File: config.mk
export PLATFORM = sky130hd
export DESIGN_NAME = ex_wb_stage
export DESIGN_NICKNAME = d
export VERILOG_FILES = /design/src/rtl/ex_wb_stage.sv
export SDC_FILE = /design/constraint.sdc
export NUM_CORES = 1
export LEC_CHECK = 0
export ABC_AREA = 1
export CELL_PAD_IN_SITES_DETAIL_PLACEMENT = 2
export CELL_PAD_IN_SITES_GLOBAL_PLACEMENT = 2
export CORE_UTILIZATION = 32
export CTS_BUF_LIST = sky130_fd_sc_hd__clkbuf_8
export DETAILED_ROUTE_END_ITERATION = 8
export PLACE_DENSITY_LB_ADDON = 0.1
export SYNTH_ARGS = -nofsm -noshare
export SYNTH_HDL_FRONTEND = slang
export SYNTH_SLANG_ARGS = --single-unit
File: constraint.sdc
create_clock -name Clk -period 2.95 [get_ports Clk]
set_input_delay 0.59 -clock Clk [delete_from_list [all_inputs] [get_ports Clk]]
set_output_delay 0.59 -clock Clk [all_outputs]
set_load 0.01 [all_outputs]
File: src/rtl/ex_wb_stage.sv
// Execute stage and EX/WB pipeline register for the 8-bit pipelined core.
// Owns the register file, EX forwarding and the write-through bypass on the ID read ports.
module ex_wb_stage #(
   parameter int DATA_W = 8,
   parameter int ADDR_W = 3,
   parameter int CNT_W  = 16
) (
   input  logic              Clk,
   input  logic              Reset,
   input  logic              ID_EX_Reg_Write,
   input  logic              ID_EX_ALU_OP,
   input  logic [DATA_W-1:0] ID_EX_Data1,
   input  logic [DATA_W-1:0] ID_EX_Data2,
   input  logic [ADDR_W-1:0] ID_EX_RD,
   input  logic [ADDR_W-1:0] ID_EX_RS1,
   input  logic [ADDR_W-1:0] ID_EX_RS2,
   input  logic [ADDR_W-1:0] RS1_Addr,
   input  logic [ADDR_W-1:0] RS2_Addr,
   output logic [DATA_W-1:0] RS1_Data,
   output logic [DATA_W-1:0] RS2_Data,
   output logic              EX_WB_Reg_Write,
   output logic [ADDR_W-1:0] EX_WB_RD,
   output logic [DATA_W-1:0] EX_WB_Result,
   output logic              Carry,
   output logic [CNT_W-1:0]  WB_Count
);

   localparam int DEPTH = 2 ** ADDR_W;

   logic              ex_wb_we_q;
   logic [ADDR_W-1:0] ex_wb_rd_q;
   logic [DATA_W-1:0] ex_wb_res_q;
   logic              ex_wb_carry_q;
   logic              carry_q;
   logic [CNT_W-1:0]  cnt_q;
   logic [DATA_W-1:0] rf_q [DEPTH];

   logic [DATA_W-1:0] op_a;
   logic [DATA_W-1:0] op_b;
   logic [DATA_W:0]   sum_w;
   logic [DATA_W-1:0] res_d;
   logic              carry_d;

   always_comb begin
      op_a = ID_EX_Data1;
      op_b = ID_EX_Data2;
      if (ex_wb_we_q && (ex_wb_rd_q == ID_EX_RS1)) op_a = ex_wb_res_q;
      if (ex_wb_we_q && (ex_wb_rd_q == ID_EX_RS2)) op_b = ex_wb_res_q;
   end

   // Shift amount is always the low three bits of opB, independent of DATA_W.
   always_comb begin
      sum_w   = {1'b0, op_a} + {1'b0, op_b};
      res_d   = sum_w[DATA_W-1:0];
      carry_d = sum_w[DATA_W];
      if (ID_EX_ALU_OP) begin
         res_d   = op_a << op_b[2:0];
         carry_d = 1'b0;
      end
   end

   always_ff @(posedge Clk or negedge Reset) begin
      if (!Reset) begin
         ex_wb_we_q    <= 1'b0;
         ex_wb_rd_q    <= '0;
         ex_wb_res_q   <= '0;
         ex_wb_carry_q <= 1'b0;
      end else begin
         ex_wb_we_q    <= ID_EX_Reg_Write;
         ex_wb_rd_q    <= ID_EX_RD;
         ex_wb_res_q   <= res_d;
         ex_wb_carry_q <= carry_d;
      end
   end

   // Commit of the EX/WB entry happens on the same edge that refills EX/WB.
   always_ff @(posedge Clk or negedge Reset) begin
      if (!Reset) begin
         carry_q <= 1'b0;
         cnt_q   <= '0;
         for (int i = 0; i < DEPTH; i++) rf_q[i] <= '0;
      end else if (ex_wb_we_q) begin
         carry_q           <= ex_wb_carry_q;
         cnt_q             <= cnt_q + CNT_W'(1);
         rf_q[ex_wb_rd_q]  <= ex_wb_res_q;
      end
   end

   always_comb begin
      RS1_Data = rf_q[RS1_Addr];
      if (ex_wb_we_q && (ex_wb_rd_q == RS1_Addr)) RS1_Data = ex_wb_res_q;
   end

   always_comb begin
      RS2_Data = rf_q[RS2_Addr];
      if (ex_wb_we_q && (ex_wb_rd_q == RS2_Addr)) RS2_Data = ex_wb_res_q;
   end

   assign EX_WB_Reg_Write = ex_wb_we_q;
   assign EX_WB_RD        = ex_wb_rd_q;
   assign EX_WB_Result    = ex_wb_res_q;
   assign Carry           = carry_q;
   assign WB_Count        = cnt_q;

endmodule

==> impl_metrics.yaml <==
outcome:
  status: "complete, no violations"
global_routing:
  grtUsageTotal_pct: 25.60
  grt_overflow: 0
  grt_pass1_wl_um: 35600
  grt_max_degree: 60
  antenna_found_initial: 0
  first_global_vias: 6493
routing:
  antenna_left: 0
  wl_per_cell_um: 20.17
  dr.pass1.iters: 4
  finalWirelength_um: 22350
  drtIter0Drc: 197
  viasPerCell: 5.362
  dr_total_vias: 5941
  drc: 0
critical_path:
  endpoint_kind: "primary output"
  regToRegEndpoint: "EX_WB_Result[7]$_DFF_PN0_"
  arrival_ns: 2.26
  rrSetupSlack_ns: 0.32
  critPathMaxFanout: 17
  r2r-start: "EX_WB_RD[1]$_DFF_PN0_"
  path_class: "in -> out"
  crit_path_start_kind: "input port"
  startpoint: "RS1_Addr[0]"
  ff2ff_path_depth: 14
  required_ns: 2.36
finish:
  n_antenna_cell: 0
  drive_above_1_share_pct: 12.68
  nets: 923
  syn2layout_area_growth_pct: 29.02
  post-route-cell-area_sq_um: 7348
floorplanning:
  start_util_pct: 32.81
  rows: 48
  die_h_um: 135.4
  die_area_sq_um: 18340
  core_area_sq_um: 17360
  die_width_um: 135.4
  io_pins: 80
synth:
  yosysSeqAreaShare_pct: 41.30
  netlist_area_sq_um: 5695
  avgSynthCellArea_sq_um: 7.406
  synth_ff_type: "dfrtp_1"
  synth_xor_area_share_pct: 2.614
  synthCells: 769
  yosysMostFrequentCell: "nand2_1"
  yosysTopAreaCell: "dfrtp_1"
  syn-num-nets: 814
  ys_seq_elements: 94
  synth_edf_count: 0
  synth_commonest_cells: "nand2_1 (174), o21ai_0 (145), dfrtp_1 (94)"
  synth_mux_area_share_pct: 0.1757
  synth_top_area_share_pct: 41.30
  synth_top_family_by_area: "compound AO/OA/AOI/OAI gates"
  yosys.area_share.simple_pct: 21.92
  ys_types: 38
  synth-adder-area-share_pct: 2.197
  ys_warn_count: 0
  async_flop_share_pct: 100.0
  synth_compound_area_share_pct: 23.35
  synth.area.top_cells: "dfrtp_1 (41%), o21ai_0 (13%), nand2_1 (11%)"
placed_design:
  postPlaceCellArea_sq_um: 7117
  dp_hpwl_um: 17170
  port_buffers: 79
  gp_congestion: 0.8583
  post-place-ws_ns: -0.4321
timing:
  setup_ws_ns: 0.1011
  final_hold_viol_count: 0
  min_period_ns: 2.849
  holdWs_ns: 0.2257
  worstMarginPinSlew_ns: 0.6740
  fmax_ghz: 0.3510
  period_share_pct: 96.57
  finalMaxSlewViolations: 0
  rsz0062_at_grt: "no"
  finalSetupTns_ns: 0
  relSlewSlack_pct: 55.07
  skew_ns: 0.01393
  final-setup-viol-count: 0
clock_tree:
  clock_path_buffers: 2
  cts_max_level: 3
  cts.hold.buffers_added: 0
  worstSkewPairLatency_ns: 0.39
  cts_root_buffer: "clkbuf_8"
  clock-sinks: 94
  clkSlewWorstSetupHoldPaths_ns: 0.09
  cts_tree: "yes"
  cts_setup_buffers: 0
  cts_buffers: 9
pwr:
  power.density_nw_per_um2: 577.9
  p_comb_share_pct: 34.1
  total_power_mw: 4.246
  pwr-share-clk_pct: 22.5
  pwr-share-seq_pct: 43.4
  leakage_nw: 3.458
  p_int_mw: 2.592
  switching_share_pct: 38.96
  switchingPower_mw: 1.654
  max-vdd-ir-drop_uv: 290.1
job:
  cap_violations: 0
min_path:
  hold_class: "in -> async"
[through the flow]
step / utilization [%] / cells
finish: 42.34 / 1108
global route: 42.34 / 1108
CTS: 42.22 / 1108
detailed placement: 41.00 / 1092
global placement: 41.00 / 1092
floorplan: - / 769
[cell type report]
class / instances / area, sq um
inverters: 75 / 286.5
repair buffers: 144 / 1339
clock buffers: 9 / 123.9
clock inverters: 7 / 81.33
flip-flops and latches: 94 / 2354
fillers: 2031 / 10010
well taps: 225 / 281.5
multi-input cells: 554 / 2883
[power groups by stage]
stage	clock network [mW]	logic (mW)	registers (mW)
global placement	0	1.40	1.84
detailed placement	0	1.47	1.86
global route	1.01	1.61	1.87
floorplan	0	0.738	1.79
finish	0.956	1.45	1.84
CTS	0.971	1.47	1.84
[timing repair]
item	CTS	global route
resized for setup	33	8
endpoints found under the setup margin	16	7
endpoints found under the hold margin	0	0
pin swaps	1	0
[metal layers]
layer  part of all wire, %  global-route usage [%]
met5                     0                       0
met4                   1.5                   6.305
met3                   3.5                   3.255
met2                    51                   46.04
met1                    44                   32.21
[worst max-delay path, cell delays in order]
cell and delay, ns:
clkdlybuf4s15_2 0.24, buf_12 0.17, o21ai_0 0.34, o21ai_0 0.18, buf_4 0.16, o211ai_1 0.14, o21ai_1 0.12, dlygate4sd2_1 0.30
[state kept, by name (all words and copies together), names as in the netlist]
signal           count
Carry                1
EX_WB_RD             3
EX_WB_Reg_Write      1
EX_WB_Result         8
WB_Count            16
ex_wb_carry_q        1
rf_q                64
[cell families after synthesis]
| logic type | after synthesis |
|---|---|
| AO/OA/AOI/OAI | 237 |
| buffers and inverters | 121 |
| adder cells (fa/ha/maj) | 10 |
| multiplexers | 1 |
| flip-flops | 94 |
| AND/OR/NAND/NOR | 289 |
| XOR/XNOR | 17 |
[cell usage in the layout, fill, tap and decap left out, drive strengths merged, types with 10 or more instances in the layout]
master,Yosys,final
nor2,39,39
dfrtp,94,94
buf,7,67
clkdlybuf4s50,0,57
o21ai,160,160
ha,10,10
dlygate4sd2,0,13
inv,73,76
xnor2,10,10
nand3,53,53
nand2,182,182
a21oi,37,37
o211ai,31,31
[worst max path at each step]
stage / slack (ns) / depth (start not counted) / endpoint
detailed placement: -0.43 / 8 / RS1_Data[3]
global placement: -0.41 / 8 / RS1_Data[3]
floorplan: 0.44 / 12 / EX_WB_Result[6]$_DFF_PN0_
finish: 0.10 / 8 / RS1_Data[5]
global route: 0.01 / 15 / EX_WB_Result[6]$_DFF_PN0_
CTS: 0.003 / 7 / RS1_Data[1]
Power figures use the tool's default switching activity.
